[src/rtl/uart_term_pkg.sv]
// Purpose: shared FSM state encoding, parity mode constants and parity helper for the UART terminal core.
// Latency: n/a (types, constants and a combinational function only).
// Backpressure: n/a.
package uart_term_pkg;

    typedef enum logic [2:0] {
        ST_IDLE   = 3'd0,
        ST_START  = 3'd1,
        ST_DATA   = 3'd2,
        ST_PARITY = 3'd3,
        ST_STOP   = 3'd4
    } uart_state_e;

    localparam int PARITY_NONE = 0;
    localparam int PARITY_EVEN = 1;
    localparam int PARITY_ODD  = 2;

    // Parity bit to send or expect; unused upper data bits must be zero.
    function automatic logic parity_bit(input logic [7:0] data, input int mode);
        logic p;
        p = ^data;
        return (mode == PARITY_ODD) ? ~p : p;
    endfunction

endpackage

[src/rtl/sync_fifo.sv]
// Purpose: single-clock FIFO with an extra pointer wrap bit to tell full from empty.
// Latency: a push is visible at o_data/o_empty the cycle after it is accepted.
// Backpressure: push is dropped when full unless a pop happens the same cycle; pop on empty is ignored.
module sync_fifo #(
    parameter int WIDTH = 8,
    parameter int DEPTH = 16
) (
    input  logic             clk,
    input  logic             rst,
    input  logic             i_push,
    input  logic [WIDTH-1:0] i_data,
    output logic             o_full,
    input  logic             i_pop,
    output logic [WIDTH-1:0] o_data,
    output logic             o_empty
);

    localparam int AW = $clog2(DEPTH);

    logic [WIDTH-1:0] mem_q [DEPTH];
    logic [AW:0]      wr_ptr_q, wr_ptr_d;
    logic [AW:0]      rd_ptr_q, rd_ptr_d;
    logic             do_push;
    logic             do_pop;

    assign o_empty = (wr_ptr_q == rd_ptr_q);
    assign o_full  = (wr_ptr_q[AW] != rd_ptr_q[AW]) &&
                     (wr_ptr_q[AW-1:0] == rd_ptr_q[AW-1:0]);
    assign o_data  = mem_q[rd_ptr_q[AW-1:0]];

    // Qualify requests and advance pointers; a pop frees the slot a full-FIFO push needs.
    always_comb begin
        do_pop   = i_pop && !o_empty;
        do_push  = i_push && (!o_full || do_pop);
        wr_ptr_d = wr_ptr_q;
        rd_ptr_d = rd_ptr_q;
        if (do_push) begin
            wr_ptr_d = wr_ptr_q + (AW+1)'(1);
        end
        if (do_pop) begin
            rd_ptr_d = rd_ptr_q + (AW+1)'(1);
        end
    end

    // Pointer registers.
    always_ff @(posedge clk or posedge rst) begin
        if (rst) begin
            wr_ptr_q <= '0;
            rd_ptr_q <= '0;
        end else begin
            wr_ptr_q <= wr_ptr_d;
            rd_ptr_q <= rd_ptr_d;
        end
    end

    // Storage needs no reset: the pointers define which entries are live.
    always_ff @(posedge clk) begin
        if (do_push) begin
            mem_q[wr_ptr_q[AW-1:0]] <= i_data;
        end
    end

endmodule

[src/rtl/uart_term_core.sv]
// Purpose: UART terminal core - synchronised RX deframer, TX framer, RX/TX FIFOs, optional echo loopback.
// Latency: good RX byte pushed the cycle after its stop-bit sample; TX start bit one cycle after a FIFO entry appears.
// Backpressure: o_tx_ready drops when TX FIFO full or an echo push owns the cycle; RX overflow drops the byte and sets o_rx_overrun.
module uart_term_core
    import uart_term_pkg::*;
#(
    parameter int CLKS_PER_BIT = 1250,
    parameter int DATA_BITS    = 8,
    parameter int PARITY       = 0,
    parameter int FIFO_DEPTH   = 16
) (
    input  logic                 clk,
    input  logic                 rst,
    input  logic                 i_rx,
    output logic                 o_tx,
    input  logic [DATA_BITS-1:0] i_tx_data,
    input  logic                 i_tx_valid,
    output logic                 o_tx_ready,
    output logic [DATA_BITS-1:0] o_rx_data,
    output logic                 o_rx_valid,
    input  logic                 i_rx_ready,
    input  logic                 i_echo,
    output logic                 o_tx_active,
    output logic                 o_frame_err,
    output logic                 o_parity_err,
    output logic                 o_rx_overrun
);

    localparam int            CW        = $clog2(CLKS_PER_BIT);
    localparam logic [CW-1:0] BAUD_LAST = CW'(CLKS_PER_BIT - 1);
    localparam logic [CW-1:0] BAUD_HALF = CW'(CLKS_PER_BIT / 2 - 1);
    localparam logic [2:0]    LAST_BIT  = 3'(DATA_BITS - 1);

    // ---------------- RX state ----------------
    logic                 rx_meta_q, rx_meta_d;
    logic                 rx_sync_q, rx_sync_d;
    logic                 rx_prev_q, rx_prev_d;
    uart_state_e          rx_state_q, rx_state_d;
    logic [CW-1:0]        rx_cnt_q, rx_cnt_d;
    logic [2:0]           rx_bit_q, rx_bit_d;
    logic [DATA_BITS-1:0] rx_shift_q, rx_shift_d;
    logic                 rx_par_q, rx_par_d;
    logic                 rx_done_q, rx_done_d;
    logic                 frame_err_q, frame_err_d;
    logic                 parity_err_q, parity_err_d;
    logic                 overrun_q, overrun_d;
    logic [7:0]           rx_ext;
    logic                 par_bad;
    logic                 rx_full;
    logic                 rx_empty;

    // ---------------- TX state ----------------
    uart_state_e          tx_state_q, tx_state_d;
    logic [CW-1:0]        tx_cnt_q, tx_cnt_d;
    logic [2:0]           tx_bit_q, tx_bit_d;
    logic [DATA_BITS-1:0] tx_shift_q, tx_shift_d;
    logic                 tx_par_q, tx_par_d;
    logic                 tx_q, tx_d;
    logic [7:0]           tx_ext;
    logic                 tx_pop;
    logic                 tx_push;
    logic [DATA_BITS-1:0] tx_push_data;
    logic [DATA_BITS-1:0] tx_head;
    logic                 tx_full;
    logic                 tx_empty;
    logic                 echo_req;

    // RX deframer: sync chain, start glitch reject, mid-bit sampling, error classification.
    always_comb begin
        rx_meta_d    = i_rx;
        rx_sync_d    = rx_meta_q;
        rx_prev_d    = rx_sync_q;
        rx_state_d   = rx_state_q;
        rx_cnt_d     = rx_cnt_q + CW'(1);
        rx_bit_d     = rx_bit_q;
        rx_shift_d   = rx_shift_q;
        rx_par_d     = rx_par_q;
        rx_done_d    = 1'b0;
        frame_err_d  = 1'b0;
        parity_err_d = 1'b0;
        rx_ext       = '0;
        rx_ext[DATA_BITS-1:0] = rx_shift_q;
        par_bad      = (PARITY != PARITY_NONE) && (rx_par_q != parity_bit(rx_ext, PARITY));
        case (rx_state_q)
            ST_IDLE: begin
                rx_cnt_d = '0;
                if (rx_prev_q && !rx_sync_q) begin
                    rx_state_d = ST_START;
                end
            end
            ST_START: begin
                if (rx_cnt_q == BAUD_HALF) begin
                    rx_cnt_d   = '0;
                    rx_bit_d   = '0;
                    rx_state_d = rx_sync_q ? ST_IDLE : ST_DATA;
                end
            end
            ST_DATA: begin
                if (rx_cnt_q == BAUD_LAST) begin
                    rx_cnt_d   = '0;
                    rx_shift_d = {rx_sync_q, rx_shift_q[DATA_BITS-1:1]};
                    if (rx_bit_q == LAST_BIT) begin
                        rx_state_d = (PARITY != PARITY_NONE) ? ST_PARITY : ST_STOP;
                    end else begin
                        rx_bit_d = rx_bit_q + 3'd1;
                    end
                end
            end
            ST_PARITY: begin
                if (rx_cnt_q == BAUD_LAST) begin
                    rx_cnt_d   = '0;
                    rx_par_d   = rx_sync_q;
                    rx_state_d = ST_STOP;
                end
            end
            ST_STOP: begin
                if (rx_cnt_q == BAUD_LAST) begin
                    rx_cnt_d     = '0;
                    rx_state_d   = ST_IDLE;
                    frame_err_d  = !rx_sync_q;
                    parity_err_d = par_bad;
                    rx_done_d    = rx_sync_q && !par_bad;
                end
            end
            default: begin
                rx_cnt_d   = '0;
                rx_state_d = ST_IDLE;
            end
        endcase
        // A full RX FIFO only takes the byte if the head is popped the same cycle.
        overrun_d = overrun_q || (rx_done_q && rx_full && !i_rx_ready);
    end

    // RX registers; the sync chain resets to the idle line level.
    always_ff @(posedge clk or posedge rst) begin
        if (rst) begin
            rx_meta_q    <= 1'b1;
            rx_sync_q    <= 1'b1;
            rx_prev_q    <= 1'b1;
            rx_state_q   <= ST_IDLE;
            rx_cnt_q     <= '0;
            rx_bit_q     <= '0;
            rx_shift_q   <= '0;
            rx_par_q     <= 1'b0;
            rx_done_q    <= 1'b0;
            frame_err_q  <= 1'b0;
            parity_err_q <= 1'b0;
            overrun_q    <= 1'b0;
        end else begin
            rx_meta_q    <= rx_meta_d;
            rx_sync_q    <= rx_sync_d;
            rx_prev_q    <= rx_prev_d;
            rx_state_q   <= rx_state_d;
            rx_cnt_q     <= rx_cnt_d;
            rx_bit_q     <= rx_bit_d;
            rx_shift_q   <= rx_shift_d;
            rx_par_q     <= rx_par_d;
            rx_done_q    <= rx_done_d;
            frame_err_q  <= frame_err_d;
            parity_err_q <= parity_err_d;
            overrun_q    <= overrun_d;
        end
    end

    // TX FIFO write arbitration: an echoed byte wins the cycle over the user port.
    always_comb begin
        echo_req     = i_echo && rx_done_q;
        o_tx_ready   = !tx_full && !echo_req;
        tx_push      = (echo_req && !tx_full) || (i_tx_valid && o_tx_ready);
        tx_push_data = echo_req ? rx_shift_q : i_tx_data;
    end

    // TX framer: pops the FIFO head and serialises start, data LSB first, optional parity, stop.
    always_comb begin
        tx_state_d = tx_state_q;
        tx_cnt_d   = tx_cnt_q + CW'(1);
        tx_bit_d   = tx_bit_q;
        tx_shift_d = tx_shift_q;
        tx_par_d   = tx_par_q;
        tx_d       = tx_q;
        tx_pop     = 1'b0;
        tx_ext     = '0;
        tx_ext[DATA_BITS-1:0] = tx_head;
        case (tx_state_q)
            ST_IDLE: begin
                tx_cnt_d = '0;
                tx_d     = 1'b1;
            end
            ST_START: begin
                if (tx_cnt_q == BAUD_LAST) begin
                    tx_cnt_d   = '0;
                    tx_bit_d   = '0;
                    tx_d       = tx_shift_q[0];
                    tx_state_d = ST_DATA;
                end
            end
            ST_DATA: begin
                if (tx_cnt_q == BAUD_LAST) begin
                    tx_cnt_d = '0;
                    if (tx_bit_q == LAST_BIT) begin
                        if (PARITY != PARITY_NONE) begin
                            tx_d       = tx_par_q;
                            tx_state_d = ST_PARITY;
                        end else begin
                            tx_d       = 1'b1;
                            tx_state_d = ST_STOP;
                        end
                    end else begin
                        tx_bit_d   = tx_bit_q + 3'd1;
                        tx_shift_d = {1'b0, tx_shift_q[DATA_BITS-1:1]};
                        tx_d       = tx_shift_q[1];
                    end
                end
            end
            ST_PARITY: begin
                if (tx_cnt_q == BAUD_LAST) begin
                    tx_cnt_d   = '0;
                    tx_d       = 1'b1;
                    tx_state_d = ST_STOP;
                end
            end
            ST_STOP: begin
                if (tx_cnt_q == BAUD_LAST) begin
                    tx_cnt_d   = '0;
                    tx_state_d = ST_IDLE;
                end
            end
            default: begin
                tx_cnt_d   = '0;
                tx_d       = 1'b1;
                tx_state_d = ST_IDLE;
            end
        endcase
        // Load the next byte from IDLE or straight out of a finished stop bit, so frames abut.
        if ((tx_state_d == ST_IDLE) && !tx_empty) begin
            tx_pop     = 1'b1;
            tx_shift_d = tx_head;
            tx_par_d   = parity_bit(tx_ext, PARITY);
            tx_cnt_d   = '0;
            tx_d       = 1'b0;
            tx_state_d = ST_START;
        end
    end

    // TX registers; the line idles high out of reset.
    always_ff @(posedge clk or posedge rst) begin
        if (rst) begin
            tx_state_q <= ST_IDLE;
            tx_cnt_q   <= '0;
            tx_bit_q   <= '0;
            tx_shift_q <= '0;
            tx_par_q   <= 1'b0;
            tx_q       <= 1'b1;
        end else begin
            tx_state_q <= tx_state_d;
            tx_cnt_q   <= tx_cnt_d;
            tx_bit_q   <= tx_bit_d;
            tx_shift_q <= tx_shift_d;
            tx_par_q   <= tx_par_d;
            tx_q       <= tx_d;
        end
    end

    sync_fifo #(
        .WIDTH (DATA_BITS),
        .DEPTH (FIFO_DEPTH)
    ) u_rx_fifo (
        .clk     (clk),
        .rst     (rst),
        .i_push  (rx_done_q),
        .i_data  (rx_shift_q),
        .o_full  (rx_full),
        .i_pop   (i_rx_ready),
        .o_data  (o_rx_data),
        .o_empty (rx_empty)
    );

    sync_fifo #(
        .WIDTH (DATA_BITS),
        .DEPTH (FIFO_DEPTH)
    ) u_tx_fifo (
        .clk     (clk),
        .rst     (rst),
        .i_push  (tx_push),
        .i_data  (tx_push_data),
        .o_full  (tx_full),
        .i_pop   (tx_pop),
        .o_data  (tx_head),
        .o_empty (tx_empty)
    );

    assign o_tx         = tx_q;
    assign o_tx_active  = (tx_state_q != ST_IDLE);
    assign o_rx_valid   = !rx_empty;
    assign o_frame_err  = frame_err_q;
    assign o_parity_err = parity_err_q;
    assign o_rx_overrun = overrun_q;

endmodule
[config.mk]
export PLATFORM = sky130hd
export DESIGN_NAME = uart_term_core
export DESIGN_NICKNAME = d
export VERILOG_FILES = /design/src/rtl/uart_term_pkg.sv /design/src/rtl/sync_fifo.sv /design/src/rtl/uart_term_core.sv
export SDC_FILE = /design/constraint.sdc
export NUM_CORES = 1
export LEC_CHECK = 0
export ABC_AREA = 1
export CORE_MARGIN = 1.5
export CORE_UTILIZATION = 60
export DETAILED_ROUTE_END_ITERATION = 6
export PLACE_DENSITY = 0.77
export SLEW_MARGIN = 25
export SYNTH_ARGS = -nofsm -noshare
export SYNTH_HDL_FRONTEND = slang
export SYNTH_SLANG_ARGS = --single-unit
export TNS_END_PERCENT = 30
[constraint.sdc]
create_clock -name clk -period 2.92 [get_ports clk]
set_clock_uncertainty 0.1 [all_clocks]
set_input_delay 0.584 -clock clk [delete_from_list [all_inputs] [get_ports clk]]
set_output_delay 0.584 -clock clk [all_outputs]
set_load 0.05 [all_outputs]
==> impl_metrics.ini <==
[timing]
rsz0062_at_grt = no
setup_viol = 0
slew_viol_final = 0
relSlewSlack_pct = 47.9
period_minus_slack_ns = 2.83
hold_violations = 0
period_share_pct = 96.8
worst_slew_pin_slew_ns = 0.781
finalSetupTns_ns = 0
timing.fmax_ghz = 0.354

[detailed_routing]
drt_pass1_iterations = 6
avgViaCountPerCell = 5.84
vias = 9545
wire_per_inst_um = 19.3
drc_errors = 0
drt_wl_total_um = 31600
ant_nets = 0
drt_iter0_markers = 1046

[placement]
dp_hpwl_um = 19900
globalplace.congestion = 0.907
io_buffers = 27
placed_cell_area_um2 = 15000

[global_route]
grt_pass1_vias = 9517
grt_overflow = 0
antenna_found_initial = 0
grt_max_degree = 78
grt_pass1_wl_um = 50300
grt.total_usage_pct = 27.1

[clock_network]
root_buffer = clkbuf_16
clk_latency_ns = 0.52
clk_pin_slew_worst_paths_ns = 0.06
cts_sinks = 333
htreeDepth = 2
cts_made_buffers = 34
holdBufCountCts = 0
clockBufferDepth = 3
cts_tree = done

[min_path]
hold_path.class = reg2reg

[yosys]
synth_common_cells = 256 x edfxtp_1, 205 x nor2_1, 178 x nand2_1
ys_async_sr_fraction_pct = 23.1
synth_area_leaders = edfxtp_1 54%, dfrtp_1 13%, nor2_1 5.5%
synthCells = 1219
ys_seq_area_share_pct = 68.2
ys.flop_type = edfxtp_1
yosysMostFrequentCell = edfxtp_1
synth_edf_count = 256
synth_warnings = 0
synth-seq-cells = 333
synth_top_area_cell = edfxtp_1
synth_area_um2 = 14100
syn_avg_cell_area_um2 = 11.6
syn-num-nets = 1252
synth_top_area_share_pct = 54.5
synth_cell_types = 52

[run_status]
status = finished, final reports clean

[worst_setup_path]
critPathLaunchType = flop
crit_arrival_ns = 2.14
crit_fanout = 34
crit_required_ns = 2.24
criticalPathCategory = reg2out
end_kind = output pin

[floorplanning]
die_w_um = 156
ios = 29
start_util_pct = 61.8
die_y_um = 156
rows = 55
fp.coreArea_um2 = 22800
die_area_um2 = 24400

[flow_run]
max_cap_violations = 0

[pwr]
ir_worst_vdd_mv = 0.540
power.total_w = 0.0127
leakage_nw = 6.43
powerDensity_nw_per_um2 = 785

[cells_and_area]
fill_cells = 1557
n_antenna_cell = 0
area_growth_pct = 14.4
regArea_um2 = 9620
multi_input_area_um2 = 3980
drive_gt1_share_pct = 12.5
design_area_um2 = 16100
final_core_util_pct = 70.7
layout.nets = 1329
-- power breakdown --
part / internal [W] / total (W) / switching (W)
Sequential: 0.00537 / 0.00561 / 0.000237
Clock: 0.00251 / 0.00425 / 0.00174
Combinational: 0.000919 / 0.00281 / 0.00189
-- sequential cells by signal, indices dropped and copies added (netlist names), 5 cells and up --
name / count
u_rx_fifo.mem_q: 128
u_tx_fifo.mem_q: 128
rx_cnt_q: 11
tx_cnt_q: 11
rx_ext: 8
tx_shift_q: 8
u_rx_fifo.rd_ptr_q: 5
u_rx_fifo.wr_ptr_q: 5
u_tx_fifo.rd_ptr_q: 5
u_tx_fifo.wr_ptr_q: 5
-- metal layers --
metal	vias to the layer above	routed length, um	global-route usage [%]	share of wire, %
met5	-	0	0	0
met4	0	1130	11.7	3.6
met3	84	2230	3.66	7.1
met2	447	15700	45.8	50
met1	4580	12500	35.5	40
li1	4434	-	-	-
-- through the flow --
stage	setup WS [ns]	instances	hold WS, ns
final	0.0928	1634	0.260
after global routing	0.0154	1634	0.261
after CTS	0.0203	1632	0.261
after detailed placement	0.329	1571	0.254
after global placement	0.377	1571	0.247
after floorplan	0.276	1219	0.245
-- path summary, 6_finish.rpt --
kind / cells past startpoint / start / endpoint / slack [ns]
min in group asynchronous: 3 / rst / u_rx_fifo.rd_ptr_q[2] / 0.39
worst min register to register: 0 / rx_meta_q / rx_prev_d / 0.26
worst min-delay path: 0 / rx_meta_q / rx_prev_d / 0.26
max in group asynchronous: 3 / rst / rx_meta_q / 1.95
worst max register to register: 9 / u_rx_fifo.rd_ptr_q[0] / u_rx_fifo.mem_q[5][7] / 0.60
worst max-delay path: 7 / u_rx_fifo.rd_ptr_q[0] / o_rx_data[6] / 0.09
-- critical path: stages, from the launching register on --
cell      delay, ns
dfrtp_2        0.41
clkinv_1       0.13
buf_8          0.21
nor2_2         0.12
o22ai_1        0.11
o211ai_1       0.34
nand3_1        0.11
buf_4          0.21
-- logic make-up (layout without fill, tap and decap cells) --
| family | count (synthesis) | in the layout | synth area share [%] |
|---|---|---|---|
| adders and majority gates | 19 | 19 | 1.68 |
| DFF | 333 | 333 | 68.2 |
| xor gates and xnor gates | 29 | 29 | 1.80 |
| muxes | 16 | 16 | 1.14 |
| buffers and inverters | 127 | 229 | 3.70 |
| AOI/OAI and AO/OA | 208 | 208 | 8.96 |
| and+or+nand+nor | 486 | 486 | 14.5 |
| other | 1 | 1 | 0.0266 |
-- layout by cell type, fill, tap and decap left out, types with 8 or more instances in the layout --
| master | n |
|---|---|
| a21oi_1 | 14 |
| buf_4 | 67 |
| clkbuf_16 | 35 |
| clkdlybuf4s50_1 | 17 |
| clkinv_1 | 8 |
| clkinv_2 | 9 |
| dfrtp_1 | 69 |
| edfxtp_1 | 256 |
| ha_1 | 19 |
| inv_1 | 66 |
| inv_2 | 8 |
| mux2i_1 | 15 |
| nand2_1 | 178 |
| nand3_1 | 66 |
| nor2_1 | 203 |
| nor3_1 | 11 |
| o21ai_0 | 111 |
| o21ai_1 | 9 |
| o221ai_1 | 24 |
| o22ai_1 | 16 |
| o32ai_1 | 16 |
| xor2_1 | 23 |
-- what timing repair did --
action	CTS	global route
hold endpoints to repair	0	0
pin swaps	0	1
setup endpoints to repair	8	8
gates resized for setup	2	9
setup buffers	0	2
-- layout make-up --
type,count,share of cell area [%]
Clock buffer,43,5.73
Clock inverter,18,1.02
Inverter,79,1.86
Multi-Input combinational cell,759,24.6
Sequential cell,333,59.6
Tap cell,313,2.43
Timing Repair Buffer,89,4.70
No activity file was read; power rests on OpenSTA's default activity.
==> RTL edit 1, RTL diff (config.mk and constraints unchanged) <==
Set the parameter `CLKS_PER_BIT` to 625 (it was 1250).
--- a/src/rtl/uart_term_core.sv
+++ b/src/rtl/uart_term_core.sv
@@ -4,7 +4,7 @@
 module uart_term_core
     import uart_term_pkg::*;
 #(
-    parameter int CLKS_PER_BIT = 1250,
+    parameter int CLKS_PER_BIT = 625,
     parameter int DATA_BITS    = 8,
     parameter int PARITY       = 0,
     parameter int FIFO_DEPTH   = 16
Check against the original RTL: same outputs for any inputs over 10 cycles, from zero or initial values and one cycle with rst high; that may be too few to reach the edited logic, so the function may still have changed.
==> RTL edit 1 against the unedited design <==
Critical path depth shrank 1. Setup slack lost 0.052 ns. Sequential cell count shrank 2. Fmax shrank 1.8%. Area after synthesis grew 0.33%. Design area grew 0.93%. Wire length shrank 1.7%. Total power grew 2.8%. Combinational power grew 13%. Utilization shrank 0.83 points. Critical path type unchanged. Highest routed layer unchanged.
==> RTL edit 1: results (changes against the unedited design) <==
| Metric | Value |
|---|---|
| Reg2reg end | `u_rx_fifo.mem_q[15][6]$_DFFE_PP_` |
| Most area-consuming cells after synthesis | `edfxtp_1, dfrtp_1, nor2_1` |
| Synth Area in Compound Gates | `8.909% (-0.056 points)` |
| Initial antenna violation count | `0 (unchanged)` |
| Async set-reset flop share out of synthesis | `22.66% (-0.46 points)` |
| Worst reg2reg path startpoint | `u_rx_fifo.rd_ptr_q[1]$_DFFE_PP0P_` |
| Critical path fanouts, max | `16 (-53%)` |
| DP Area | `15140 um2 (+0.88%)` |
| Share of layout cells above drive strength 1 | `14.02% (+1.5 points)` |
| First-pass GRT wire length | `48.81 mm (-2.9%)` |
| Cells after synthesis | `1206 (-1.1%)` |
| Detailed placement HPWL | `19.47 mm (-2.3%)` |
| Placer Congestion | `0.8762 (-3.4%)` |
| Synth Area in Adders | `1.591% (-0.094 points)` |
| Mux contribution to synthesized area | `1.140% (-0.0037 points)` |
| Status | `finished, final reports clean` |
| Pre-Repair DR Iteration Count | `5 (-1)` |
| Reg2Reg Depth | `8 (-1)` |
| CTS buffer count | `35 (+2.9%)` |
| P_leak | `6.370 nW (-0.88%)` |
| Vias per inst | `5.764 (-1.3%)` |
| CP arrival | `2.20 ns (+0.06 ns)` |
| DRT iter0 DRCs | `848 (-19%)` |
| Post-layout nets | `1310 (-1.4%)` |
| Worst ir drop on vdd | `0.6923 mV (+28%)` |
| Final wirelength | `31.03 mm (-1.7%)` |
| Synth top cells by count | `edfxtp_1, nor2_1, nand2_1` |
| R2R Setup Slk | `0.35 ns (-0.25 ns)` |
| Clock buffer depth | `3 (unchanged)` |
| Largest net degree at the start of global routing | `66 (-15%)` |
| Post-synth cell types | `50 (-3.8%)` |
| Actual slew at the worst max-slew pin | `0.7230 ns (-0.05824 ns)` |
| Setup crit end | `o_rx_data[4]` |
| Seq/Total Area, Yosys | `67.59% (-0.58 points)` |
| Setup TNS | `0 ns (unchanged)` |
| Number of synthesized flops with an enable pin | `256 (unchanged)` |
-- RTL edit 1: cell type report --
type                            count  area (um2)
Fill cell                        1622        7036
Clock inverter                     11       92.59
Timing Repair Buffer               84       834.6
Inverter                           76       291.5
Multi-Input combinational cell    750        4084
Tap cell                          319       399.1
Clock buffer                       53        1015
Sequential cell                   331        9580
-- RTL edit 1: stage by stage --
stage                     worst slack [ns]  std cells  utilization, %  hold WS [ns]
after global placement              0.4447       1558           64.88        0.2455
after CTS                          0.01209       1624           69.71        0.2576
after detailed placement            0.3310       1558           64.88        0.2490
after floorplan                     0.3326       1206               -        0.2452
after global routing              -0.02688       1624           69.85        0.2623
final                              0.04090       1624           69.85        0.2593
-- RTL edit 1: power breakdown --
part	leakage, nW	switching, W	internal [W]
Clock	0.546	0.00176	0.00250
Sequential	3.59	0.000249	0.00535
Combinational	2.23	0.00197	0.00120
-- RTL edit 1: what timing repair did --
action	in CTS	in global routing
hold buffers	0	0
pin swaps	0	0
buffers inserted	2	0
setup endpoints to repair	8	10
resized for setup	1	9
-- RTL edit 1: worst max-delay path: stages, from the launching register on --
cell      delay, ns
dfrtp_2        0.47
buf_4          0.23
o21ai_0        0.23
o32ai_1        0.12
o211ai_1       0.29
nand3_2        0.16
buf_12         0.18
-- RTL edit 1: cell families after synthesis --
logic type                 Yosys count
muxes                               16
DFF                                331
other                                1
xor gates and xnor gates            29
and+or+nand+nor                    482
AOI/OAI and AO/OA                  204
buffers and inverters              125
adders and majority gates           18
-- RTL edit 1: routing by layer --
layer	track usage [%]	vias up	share of wire [%]
met2	45.52	325	51
met1	32.88	4560	39
met3	3.600	86	5.7
met4	11.61	0	3.8
li1	-	4390	-
met5	0	-	0
==> RTL edit 2, RTL diff (same settings) <==
Made on the original files. Make the reset (`rst`) synchronous in 3 clocked blocks.
--- a/src/rtl/sync_fifo.sv
+++ b/src/rtl/sync_fifo.sv
@@ -43,7 +43,7 @@
     end
 
     // Pointer registers.
-    always_ff @(posedge clk or posedge rst) begin
+    always_ff @(posedge clk) begin
         if (rst) begin
             wr_ptr_q <= '0;
             rd_ptr_q <= '0;
--- a/src/rtl/uart_term_core.sv
+++ b/src/rtl/uart_term_core.sv
@@ -132,7 +132,7 @@
     end
 
     // RX registers; the sync chain resets to the idle line level.
-    always_ff @(posedge clk or posedge rst) begin
+    always_ff @(posedge clk) begin
         if (rst) begin
             rx_meta_q    <= 1'b1;
             rx_sync_q    <= 1'b1;
@@ -243,7 +243,7 @@
     end
 
     // TX registers; the line idles high out of reset.
-    always_ff @(posedge clk or posedge rst) begin
+    always_ff @(posedge clk) begin
         if (rst) begin
             tx_state_q <= ST_IDLE;
             tx_cnt_q   <= '0;
Behaviour: differs if rst is asserted again (counterexample within 4 cycles, from zero or initial values and one cycle with rst high); with rst held inactive, the same outputs for 10 cycles.
==> RTL edit 2 against the unedited design <==
Total power decreased by 7.5%. Design area increased by 2.8%. Sequential cell count up 8. Fmax grew 2.2%. Worst hold slack improved by 0.083 ns. Wire length increased by 2.4%. Setup slack better by 0.061 ns. First-iteration DRC count is 17% higher. Area after synthesis up 3.3%. Critical path type unchanged. Highest routed layer unchanged.
==> RTL edit 2: results (changes against the unedited design) <==
| Metric | Value |
|---|---|
| GR Util All Layers | `25.82% (-1.3 points)` |
| Vias per inst | `5.708 (-2.3%)` |
| Post-layout nets | `1491 (+12%)` |
| Hold Path Depth | `1 (+1)` |
| Status | `finished, final reports clean` |
| Max Freq | `0.3615 GHz (+2.2%)` |
| Int Power | `0.008360 W (-5.1%)` |
| Xor and xnor fraction of the mapped netlist area | `0.9612% (-0.84 points)` |
| R2R Setup Slk | `0.55 ns (-0.05 ns)` |
| Clock network power | `0.00418 W (-2%)` |
| Seq/Total Area, Yosys | `64.40% (-3.8 points)` |
| P_leak | `6.370 nW (-0.88%)` |
| DP Area | `15450 um2 (+3.0%)` |
| Worst rel slew slack | `45.67% (-2.2 points)` |
| Vias in the first global route | `9840 (+3.4%)` |
| Reg2reg end | `u_tx_fifo.mem_q[6][0]$_DFFE_PP_` |
| DRT iter0 DRCs | `1229 (+17%)` |
| Synth top cells by count | `nand2_1, edfxtp_1, inv_1` |
| Pre-Repair DR Iteration Count | `5 (-1)` |
| Detailed placement HPWL | `20.67 mm (+3.7%)` |
| Hold Path Sink | `rx_prev_d$_SDFF_PP1_` |
| Largest net degree at the start of global routing | `71 (-9.0%)` |
| Most area-consuming cells after synthesis | `edfxtp_1, dfxtp_1, nand2_1` |
| CTS buffer count | `35 (+2.9%)` |
| Synth Area in Compound Gates | `7.501% (-1.5 points)` |
| Post-synth cell types | `44 (-15%)` |
| Async set-reset flop share out of synthesis | `0% (-23 points)` |
| Placer Congestion | `0.8856 (-2.3%)` |
| First-pass GRT wire length | `51.14 mm (+1.7%)` |
| Worst reg2reg path startpoint | `u_tx_fifo.wr_ptr_q[0]$_SDFFE_PP0P_` |
| Sequential Power Share | `46.1% (+1.8 points)` |
| Critical path fanouts, max | `32 (-5.9%)` |
| Worst ir drop on vdd | `0.5193 mV (-3.8%)` |
| Critical path's slowest cell | `dfxtp_1` |
| Share of layout cells above drive strength 1 | `9.777% (-2.7 points)` |
| Seq pwr | `0.00541 W (-3.6%)` |
| Worst path max stage delay | `0.38 ns (-0.03 ns)` |
[RTL edit 2: metrics by stage]
stage          std cells  hold slack, ns
2_1_floorplan       1399          0.2895
3_3_place_gp        1733          0.3010
3_5_place_dp        1733          0.2989
4_1_cts             1796          0.3428
5_1_grt             1802          0.3497
6_report            1802          0.3431
[RTL edit 2: repair_timing]
| item | 4_1_cts | 5_1_grt |
|---|---|---|
| setup endpoints to repair | 7 | 4 |
| resized for setup | 1 | 0 |
| hold buffers | 0 | 0 |
| setup buffers | 1 | 6 |
[RTL edit 2: per-layer routing]
layer / vias to the layer above / global-route usage, % / share of wire, %
met1: 4850 / 35.36 / 41
met2: 482 / 41.83 / 47
met5: - / 0 / 0
li1: 4889 / - / -
met4: 0 / 9.048 / 2.5
met3: 64 / 4.572 / 9.6
[RTL edit 2: layout make-up]
type,instances,area (um2)
clock inverter,17,136.4
inverter,136,510.5
multi-input combinational,862,4404
timing repair buffer,82,804.5
clock buffer,45,944.7
tap,319,399.1
sequential,341,9394
fill,1681,7089
